$ cat config.mk
export PLATFORM = sky130hd
export DESIGN_NAME = sha256_msg_sched
export DESIGN_NICKNAME = d
export VERILOG_FILES = /design/src/rtl/sha256_pkg.sv /design/src/rtl/sha256_sched_sigma.sv /design/src/rtl/sha256_msg_sched.sv
export SDC_FILE = /design/constraint.sdc
export NUM_CORES = 1
export LEC_CHECK = 0
export ABC_CLOCK_PERIOD_IN_PS = 13700
export CAP_MARGIN = 30
export CORE_AREA = 2 2 230 232
export CTS_BUF_LIST = sky130_fd_sc_hd__clkbuf_8 sky130_fd_sc_hd__clkbuf_16
export CTS_CLUSTER_SIZE = 40
export DETAILED_ROUTE_END_ITERATION = 16
export DIE_AREA = 0 0 232 234
export PLACE_DENSITY = 0.95
export SETUP_SLACK_MARGIN = 0.1
export SYNTH_ARGS = -nofsm -noshare
export SYNTH_HDL_FRONTEND = slang
export SYNTH_SLANG_ARGS = --single-unit
$ cat constraint.sdc
create_clock -name clk -period 13.7 [get_ports clk]
set_input_delay 3.425 -clock clk [delete_from_list [all_inputs] [get_ports clk]]
set_output_delay 3.425 -clock clk [all_outputs]
set_load 0.01 [all_outputs]
$ cat src/rtl/sha256_pkg.sv
// Shared SHA-256 message schedule constants, state type and rotate helper.
// Widths, block/round counts and the sigma rotate/shift amounts.
package sha256_pkg;

  localparam int WORD_W    = 32;
  localparam int BLK_WORDS = 16;
  localparam int ROUNDS    = 64;

  localparam int S0_R1 = 7;
  localparam int S0_R2 = 18;
  localparam int S0_SH = 3;
  localparam int S1_R1 = 17;
  localparam int S1_R2 = 19;
  localparam int S1_SH = 10;

  typedef enum logic [1:0] {
    ST_IDLE,
    ST_LOAD,
    ST_EMIT
  } state_e;

  function automatic logic [WORD_W-1:0] ror(
    input logic [WORD_W-1:0] x,
    input int                r
  );
    return (x >> r) | (x << (WORD_W - r));
  endfunction

endpackage

$ cat src/rtl/sha256_sched_sigma.sv
// Combinational SHA-256 small sigma: ror(x,R1) ^ ror(x,R2) ^ (x >> SH).
// Ports: x_i word in, y_o sigma result.
module sha256_sched_sigma
  import sha256_pkg::*;
#(
  parameter int R1 = 7,
  parameter int R2 = 18,
  parameter int SH = 3
) (
  input  logic [WORD_W-1:0] x_i,
  output logic [WORD_W-1:0] y_o
);

  assign y_o = ror(x_i, R1) ^ ror(x_i, R2) ^ (x_i >> SH);

endmodule

$ cat src/rtl/sha256_msg_sched.sv
// SHA-256 message schedule: loads 16 words, streams W[0..63] with handshake.
// Ports: clk, rst_n, in_valid/in_ready/in_word, out_valid/out_ready/out_word, out_idx, out_last, busy.
module sha256_msg_sched
  import sha256_pkg::*;
(
  input  logic        clk,
  input  logic        rst_n,
  input  logic        in_valid,
  output logic        in_ready,
  input  logic [31:0] in_word,
  output logic        out_valid,
  input  logic        out_ready,
  output logic [31:0] out_word,
  output logic [5:0]  out_idx,
  output logic        out_last,
  output logic        busy
);

  localparam logic [5:0] LAST_IDX = 6'(ROUNDS - 1);

  state_e      state_q, state_d;
  logic [3:0]  cnt_q, cnt_d;
  logic [31:0] word_q, word_d;
  logic [5:0]  idx_q, idx_d;

  logic [31:0] buf_q [BLK_WORDS];
  logic        buf_we;
  logic [3:0]  buf_wa;
  logic [31:0] buf_wd;

  logic        in_xfer;
  logic        out_xfer;
  logic [5:0]  nxt_idx;
  logic [3:0]  n4;
  logic [31:0] s0, s1;
  logic [31:0] w_new;

  // rst_n gates in_ready so it is low for the whole reset pulse.
  assign in_ready  = rst_n & (state_q != ST_EMIT);
  assign out_valid = (state_q == ST_EMIT);
  assign out_last  = out_valid & (idx_q == LAST_IDX);
  assign busy      = (state_q != ST_IDLE);
  assign out_word  = word_q;
  assign out_idx   = idx_q;

  assign in_xfer  = in_valid & in_ready;
  assign out_xfer = out_valid & out_ready;

  // Index of the word to compute next; buffer slots are t mod 16.
  assign nxt_idx = idx_q + 6'd1;
  assign n4      = nxt_idx[3:0];

  sha256_sched_sigma #(
    .R1(S0_R1),
    .R2(S0_R2),
    .SH(S0_SH)
  ) u_sig0 (
    .x_i(buf_q[n4 + 4'd1]),
    .y_o(s0)
  );

  sha256_sched_sigma #(
    .R1(S1_R1),
    .R2(S1_R2),
    .SH(S1_SH)
  ) u_sig1 (
    .x_i(buf_q[n4 - 4'd2]),
    .y_o(s1)
  );

  // (t-15) mod 16 == t+1 mod 16; buf_q[n4] still holds W[t-16].
  assign w_new = s1 + buf_q[n4 - 4'd7] + s0 + buf_q[n4];

  always_comb begin
    state_d = state_q;
    cnt_d   = cnt_q;
    word_d  = word_q;
    idx_d   = idx_q;
    buf_we  = 1'b0;
    buf_wa  = cnt_q;
    buf_wd  = in_word;
    unique case (state_q)
      ST_IDLE: begin
        if (in_xfer) begin
          buf_we  = 1'b1;
          buf_wa  = 4'd0;
          cnt_d   = 4'd1;
          state_d = ST_LOAD;
        end
      end
      ST_LOAD: begin
        if (in_xfer) begin
          buf_we = 1'b1;
          buf_wa = cnt_q;
          cnt_d  = cnt_q + 4'd1;
          if (cnt_q == 4'd15) begin
            state_d = ST_EMIT;
            word_d  = buf_q[0];
            idx_d   = 6'd0;
          end
        end
      end
      ST_EMIT: begin
        if (out_xfer) begin
          if (idx_q == LAST_IDX) begin
            state_d = ST_IDLE;
            word_d  = 32'd0;
            idx_d   = 6'd0;
            cnt_d   = 4'd0;
          end else if (nxt_idx < 6'd16) begin
            idx_d  = nxt_idx;
            word_d = buf_q[n4];
          end else begin
            idx_d  = nxt_idx;
            word_d = w_new;
            buf_we = 1'b1;
            buf_wa = n4;
            buf_wd = w_new;
          end
        end
      end
      default: state_d = ST_IDLE;
    endcase
  end

  always_ff @(posedge clk or negedge rst_n) begin
    if (!rst_n) begin
      state_q <= ST_IDLE;
      cnt_q   <= 4'd0;
      word_q  <= 32'd0;
      idx_q   <= 6'd0;
    end else begin
      state_q <= state_d;
      cnt_q   <= cnt_d;
      word_q  <= word_d;
      idx_q   <= idx_d;
    end
  end

  // Buffer is deliberately unreset; contents are reloaded per block.
  always_ff @(posedge clk) begin
    if (buf_we) begin
      buf_q[buf_wa] <= buf_wd;
    end
  end

endmodule

* Yosys cells after proc, flatten, opt, wreduce, memory -nomap -nowiden
Memories as Yosys holds them, arrays and structs flattened.
Cells that the tools add are included.
** Word-level totals
- Bits in registers :: 44
- RAM bits :: 512
- Bits of input ports :: 36
- Output and inout port bits :: 42
- Logic and storage cells :: 82
- Memories kept :: 1
** Memories
- buf_q :: words 16, bits a word 32, read ports 5, clocked after Yosys merged registers in 0, write ports 1, RTL line sha256_msg_sched.sv:26 : logic [31:0] buf_q [BLK_WORDS];
** Operators by class
- Add/sub/neg operators :: 8
- Order comparisons :: 1
- Equal/unequal tests :: 10
- Muxes and demuxes :: 38
- Bitwise logic cells :: 12
- Reduce and logical (&&, ||, !) cells :: 8
** Operators by type and width (count)
- $mux 32 :: 9
- $add 32x32->32 :: 3
- $pmux 32 s2 :: 1
- $xor 32x32->32 :: 2
- $mux 4 :: 8
- $or 13x32->32 :: 1
- $or 14x32->32 :: 1
- $or 15x32->32 :: 1
- $or 25x32->32 :: 1
- $xor 32x22->32 :: 1
- $xor 32x29->32 :: 1
- $mux 6 :: 4
- $pmux 4 s3 :: 1
- $pmux 6 s2 :: 1
- $mux 2 :: 5
- $reduce_and 5->1 :: 2
- $add 4x1->4 const B :: 2
- $ne 2x2->1 const B :: 4
- $pmux 4 s2 :: 1
- $add 6x1->6 const B :: 1
- $eq 6x6->1 const B :: 1
- $lt 6x5->1 const B :: 1
- $mux 1 :: 6
- $pmux 2 s3 :: 1
- other kinds (13) :: 18

* Logic depth before layout (Yosys ltp)
An unclocked memory read counts as a cell.
- Depth in word-level cells :: 13
- Gate-level depth with buffers :: 32
- Depth with buffers taken out :: 25

* Cells and area by module
A second synthesis with hierarchy kept.
** Second synthesis, totals
- Cells, all modules :: 2483
- Area total of the unflattened synthesis :: 35705.5 sq um
** By module, submodules not included
- sha256_msg_sched :: times used 1, cells an instance 2419, area an instance 34375.5 sq um, seq. area each 16475.8 sq um
- sha256_sched_sigma (u_sig0) :: times used 1, cells an instance 32, area an instance 719.4 sq um, seq. area each 0.0 sq um
- sha256_sched_sigma (u_sig1) :: times used 1, cells an instance 32, area an instance 610.6 sq um, seq. area each 0.0 sq um

* Least setup slack after synthesis
No wires, ideal clock.
- Path type :: flip-flop to flip-flop
- Start :: register idx_q[0] (netlist: out_idx[0])
- End :: memory buf_q[0][29], data pin
- Setup time :: 330 ps
- Arrival :: 7859 ps
- Setup slack :: 5511 ps
- Cell stages (with the launch flop) :: 31
- Path buffers :: 9
- Cells stage by stage :: dfrtp_1 -> inv_1 -> buf_1 -> buf_2 -> buf_2 -> ha_1 -> buf_4 -> buf_4 -> buf_2 -> buf_2 -> inv_1 -> ha_1 -> a21oi_2 -> xnor2_4 -> buf_1 -> mux2i_1 -> xor2_1 -> xnor2_1 -> fa_1 -> fa_1 -> ha_1 -> clkbuf_1 -> and4_1 -> and3_1 -> nand3_1 -> a31oi_1 -> o41a_1 -> a21o_1 -> a21oi_1 -> xor2_1 -> o21ai_0
** Between the ends
- Word-level cells in the longest chain between the ends :: 13
- Elaborated cells between the ends (all ways) :: 22
- Those cells by class :: 7 x add/sub; 1 x order compare; 1 x eq/ne; 4 x mux; 8 x bitwise; 1 x memory
** Ends and longest elaborated chain
- start: declaration :: RTL line sha256_msg_sched.sv:24 : logic [5:0] idx_q, idx_d;
- start signal: assignment :: RTL line sha256_msg_sched.sv:136 : idx_q <= idx_d;
- $add 6x1->6 :: RTL line sha256_msg_sched.sv:50 : assign nxt_idx = idx_q + 6'd1;
- $sub 4x2->4 :: RTL line sha256_msg_sched.sv:67 : .x_i(buf_q[n4 - 4'd2]),
- $mem_v2 16x32
- $or 15x32->32 or $or 13x32->32 (tied branches) :: RTL line sha256_pkg.sv:26 : return (x >> r) | (x << (WORD_W - r));
- $xor 32x32->32 :: RTL line sha256_sched_sigma.sv:14 : assign y_o = ror(x_i, R1) ^ ror(x_i, R2) ^ (x_i >> SH);
- $xor 32x22->32 :: RTL line sha256_sched_sigma.sv:14
- $add 32x32->32 (3 in a row) :: RTL line sha256_msg_sched.sv:72 : assign w_new = s1 + buf_q[n4 - 4'd7] + s0 + buf_q[n4];
- $mux 32 :: RTL line sha256_msg_sched.sv:110 : end else if (nxt_idx < 6'd16) begin
- $mux 32 * :: RTL line sha256_msg_sched.sv:105 : if (idx_q == LAST_IDX) begin
- $mux 32 * :: RTL line sha256_msg_sched.sv:104 : if (out_xfer) begin
- $mux 32 * :: RTL line sha256_msg_sched.sv:82 : unique case (state_q)
- via buf_wd[29] :: RTL line sha256_msg_sched.sv:29 : logic [31:0] buf_wd;
- end: declaration :: RTL line sha256_msg_sched.sv:26
Mark *: on every way through the listed nets, which the timed path passes. The rest lies on a longest branch.

* Worst setup path in the final report
- Start :: register idx_q[0] (netlist: out_idx[0])
- End :: memory buf_q[6][30], data pin
The elaborated chain is that of the path after synthesis.

==> results.txt <==
- Along the worst path, the maximum fanout reaches 61.
* Highest achievable clock rate: 0.09398 GHz
* Area Growth Syn to Fin: 9.892%
- Buffer and inverter count on the worst path: 3
* Count of cell types in the netlist: 70
- The first global-routing pass estimated 162.3 mm of wire.
* # H-tree levels: 2
- Number of hold violations in the final report: 0
- Number of warnings reported in the yosys synthesis log: 0
- Worst reg2reg path startpoint: out_idx[0]$_DFFE_PN0P_
- Worst skew pair latency: 0.63 ns
- In the finished design, the share of the clock period the worst path needs comes to 0.7767.
- Clock period minus worst slack: 10.64 ns
- In this run the core area contains 84 standard-cell rows.
- Initial antenna violation count: 0
- Largest net degree at the start of global routing: 148
- Share of cells above drive strength 1: 0.2866
* Number of post-CTS setup repair buffers: 0
- In this run the mean area of a mapped cell was 15.51 um2.
- The total overflow left after global routing is 0.
* Final setup violating endpoints: 0
- Along the worst hold path, the cell count comes to 2.
- During placement, the flow inserted port buffers numbering 77.
- Ranked by total cell area, the synthesized netlist is headed by edfxtp_1, mux4_2, fa_1, mux2i_1, dfrtp_1.
* Slew of the pin with the lowest slew margin: 1.036 ns
- Number of buffers created by CTS: 55
- In this run the critical register-to-register path is captured at buf_q[6][30]$_DFFE_PP_.
* Total met3 wirelength after detailed routing: 17.61 mm
* DR WL met2: 51.84 mm
* Sequential area share after synthesis: 0.4707
- RSZ-0062 raised after global routing: no
- The longest clock path from root to sink contains 3 buffers.
* Final slew viol count: 0
* 1st-iter DRT viols: 4236
- For this design the top-level I/O count stands at 78.
* Final routed wire length divided by cell count: 37.26 um
- Counting every instance in the synthesized netlist gives 2256.
- The cell sitting at the root of the clock tree is a clkbuf_16.
* Metal-1 WL: 34.68 mm
- After detailed routing, the number of remaining DRC violations is 0.
* Slowest cell on the critical path: dfrtp_4
- STA classifies the critical path endpoint as a flip-flop.
* Weighted congestion at the end of routability-driven global placement: 1.021
* Rel. slew slack: 0.3093
- Final #Nets: 2433
* Layout Skew: 0.02495 ns
* Number of enable-type register cells in the synthesized netlist: 512
- Type of the worst setup path: reg2reg
- Clock tree from TritonCTS: built
- Effective utilization at floorplan: 0.6728
- Horiz. Die Dim: 232 um
- Dominant delay contributor by cell family on the critical path: compound AO/OA/AOI/OAI gates
- The number of hold buffers added after CTS was 0.
* Share of flip-flops with an asynchronous set or reset: 0.07914
- In this run the most critical hold path is launched from out_word[3]$_DFFE_PN0P_.
- Clock transition at path regs: 0.06 ns
- From bottom edge to top edge, the die measures 234 um.
- For the worst setup path, the data arrival time is 10.98 ns.
* First-pass DRT Iterations: 7
- For this run, the slowest stage of the critical path takes 1.03 ns.
* Overall routed net length: 112.8 mm
* Tot GR Track Use: 0.4221
* Dpl hpwl: 70.38 mm
* Worst Setup Start Kind: flip-flop
* Hold EP: out_word[3]$_DFFE_PN0P_
- Vias after detailed routing: 24140
- The highest metal layer carrying signal wires in the routed design is met4.
* Run status: finished, final reports clean
* Total of cells resized after clock tree synthesis: 0
* Required @ worst endpoint: 14.04 ns
- Critical Path, Cell by Cell: inv_6 -> ha_4 -> ha_1 -> xor2_4 -> xnor2_4 -> buf_4 -> buf_4 -> mux4_2 -> mux4_2 -> xnor2_1 -> xnor2_1 -> fa_1 -> fa_1 -> ha_1 -> a21o_1 -> a21oi_1 -> o21bai_1 -> a31oi_1 -> o21ai_0 -> a21oi_1 -> o21ai_0 -> mux2i_1 -> a22o_1
- The biggest area contributor in the post-synthesis netlist is edfxtp_1.
- Remaining antenna violation count: 0
- Class of the most critical hold timing path: reg2reg
* Number of global-route vias before repair: 24100
- Floorplan Core Area: 0.05202 mm2
- Post-detailed-route via-to-cell ratio: 7.974
- Clock tree sinks: 556
- Most frequently used flop master after synthesis: edfxtp_1
* Net count of the mapped netlist: 2394
* Area share of the largest cell type after synthesis: 0.4393
* Number of max-cap violations: 0
- After synthesis the cells add up to 0.03500 mm2.
- Count of state elements after synthesis: 556
- Final-layout setup total negative slack: 0 ns
* Register-to-register path setup slack: 3.06 ns
- The die covers 0.05429 mm2.
- Length in cells of the worst reg-to-reg path: 23
## layout by cell type, fill, tap and decap left out, types with 11 or more instances in the layout
cell,n
edfxtp_1,512
mux4_2,392
nand2_1,179
mux2i_1,121
xnor2_1,113
o21ai_0,103
mux2_2,91
inv_1,82
clkdlybuf4s50_1,76
a21oi_1,62
fa_1,62
clkbuf_16,55
nor2_1,53
buf_4,45
dfrtp_1,43
ha_1,38
xor2_1,29
a21o_1,24
nand3_1,18
nor3_1,16
nor2_4,16
and3_1,15
bufinv_16,11
## stage by stage
| stage | hold slack [ns] | setup WS, ns | util | instance area (um2) | std cells |
|---|---|---|---|---|---|
| 6_report | 0.5009 | 3.060 | 0.7393 | 38460 | 3027 |
| 5_1_grt | 0.5256 | 2.661 | 0.7393 | 38460 | 3026 |
| 4_1_cts | 0.4966 | 3.223 | 0.7380 | 38400 | 3023 |
| 3_5_place_dp | 0.4764 | 3.303 | 0.7017 | 36510 | 2923 |
| 3_3_place_gp | 0.4604 | 3.552 | 0.7003 | 36430 | 2913 |
| 2_1_floorplan | 0.5162 | 5.511 | - | 35000 | 2256 |
## state kept, by name, summed over array words and instances (netlist names)
| signal | cells |
|---|---|
| out_idx | 6 |
| buf_q | 512 |
| cnt_q | 4 |
| out_word | 32 |
| state_q | 2 |
## worst max-delay path by stage
stage	start	endpoint	slack (ns)	depth (start not counted)
after floorplan	out_idx[0]$_DFFE_PN0P_	buf_q[0][29]$_DFFE_PP_	5.51	30
after global placement	out_idx[0]$_DFFE_PN0P_	buf_q[4][19]$_DFFE_PP_	3.55	25
after detailed placement	out_idx[0]$_DFFE_PN0P_	buf_q[1][31]$_DFFE_PP_	3.30	25
after CTS	out_idx[0]$_DFFE_PN0P_	buf_q[13][31]$_DFFE_PP_	3.22	25
after global routing	out_idx[0]$_DFFE_PN0P_	buf_q[14][31]$_DFFE_PP_	2.66	25
final	out_idx[0]$_DFFE_PN0P_	buf_q[6][30]$_DFFE_PP_	3.06	23
## cells by family (layout without fill, tap and decap cells)
family	count (synthesis)	in the layout	synth area share
AO/OA/AOI/OAI	272	272	0.04808
XOR/XNOR	151	151	0.04083
adder cells (fa/ha/maj)	102	102	0.04976
buffers and inverters	233	315	0.03064
flip-flops	556	556	0.4707
multiplexers	607	607	0.3184
other	0	1	0
AND/OR/NAND/NOR	335	335	0.04158
## per-layer routing
metal / vias to the layer above / GRT usage
li1: 9094 / -
met1: 11940 / 0.5429
met3: 614 / 0.1240
met4: 0 / 0.2554
met2: 2485 / 0.6451
met5: - / 0
## synth_stat cells, drive strengths merged (8+ instances only)
| library cell | n |
|---|---|
| edfxtp | 512 |
| and3 | 15 |
| a21o | 25 |
| mux2 | 91 |
| ha | 40 |
| mux2i | 121 |
| dfrtp | 44 |
| clkbuf | 49 |
| buf | 107 |
| nor3 | 16 |
| inv | 76 |
| o31ai | 8 |
| nand3 | 20 |
| mux4 | 395 |
| xnor2 | 118 |
| fa | 62 |
| nor2 | 70 |
| xor2 | 31 |
| o21ai | 104 |
| a22oi | 9 |
| a211oi | 10 |
| a21oi | 65 |
| nand2 | 179 |
## worst register-to-register path, delay by kind of cell, from the launching register on
kind | cells | cell delay, ns
multiplexers | 3 | 1.42
AO/OA/AOI/OAI | 8 | 2.68
XOR/XNOR | 4 | 0.89
flip-flops | 1 | 1.03
buffers and inverters | 3 | 1.75
adder cells (fa/ha/maj) | 5 | 2.59
## area by class of cell
class	count	area [um2]
Tap cell	688	860.8
Sequential cell	556	16480
Multi-Input combinational cell	1467	17640
Timing Repair Buffer	138	1297
Clock inverter	45	514.2
Clock buffer	55	1376
Fill cell	2925	13560
Inverter	77	294.0
Antenna cell	1	2.502
Power is not shown: default switching activity piles up to over one toggle a cycle in this logic, so the estimate is an artifact.
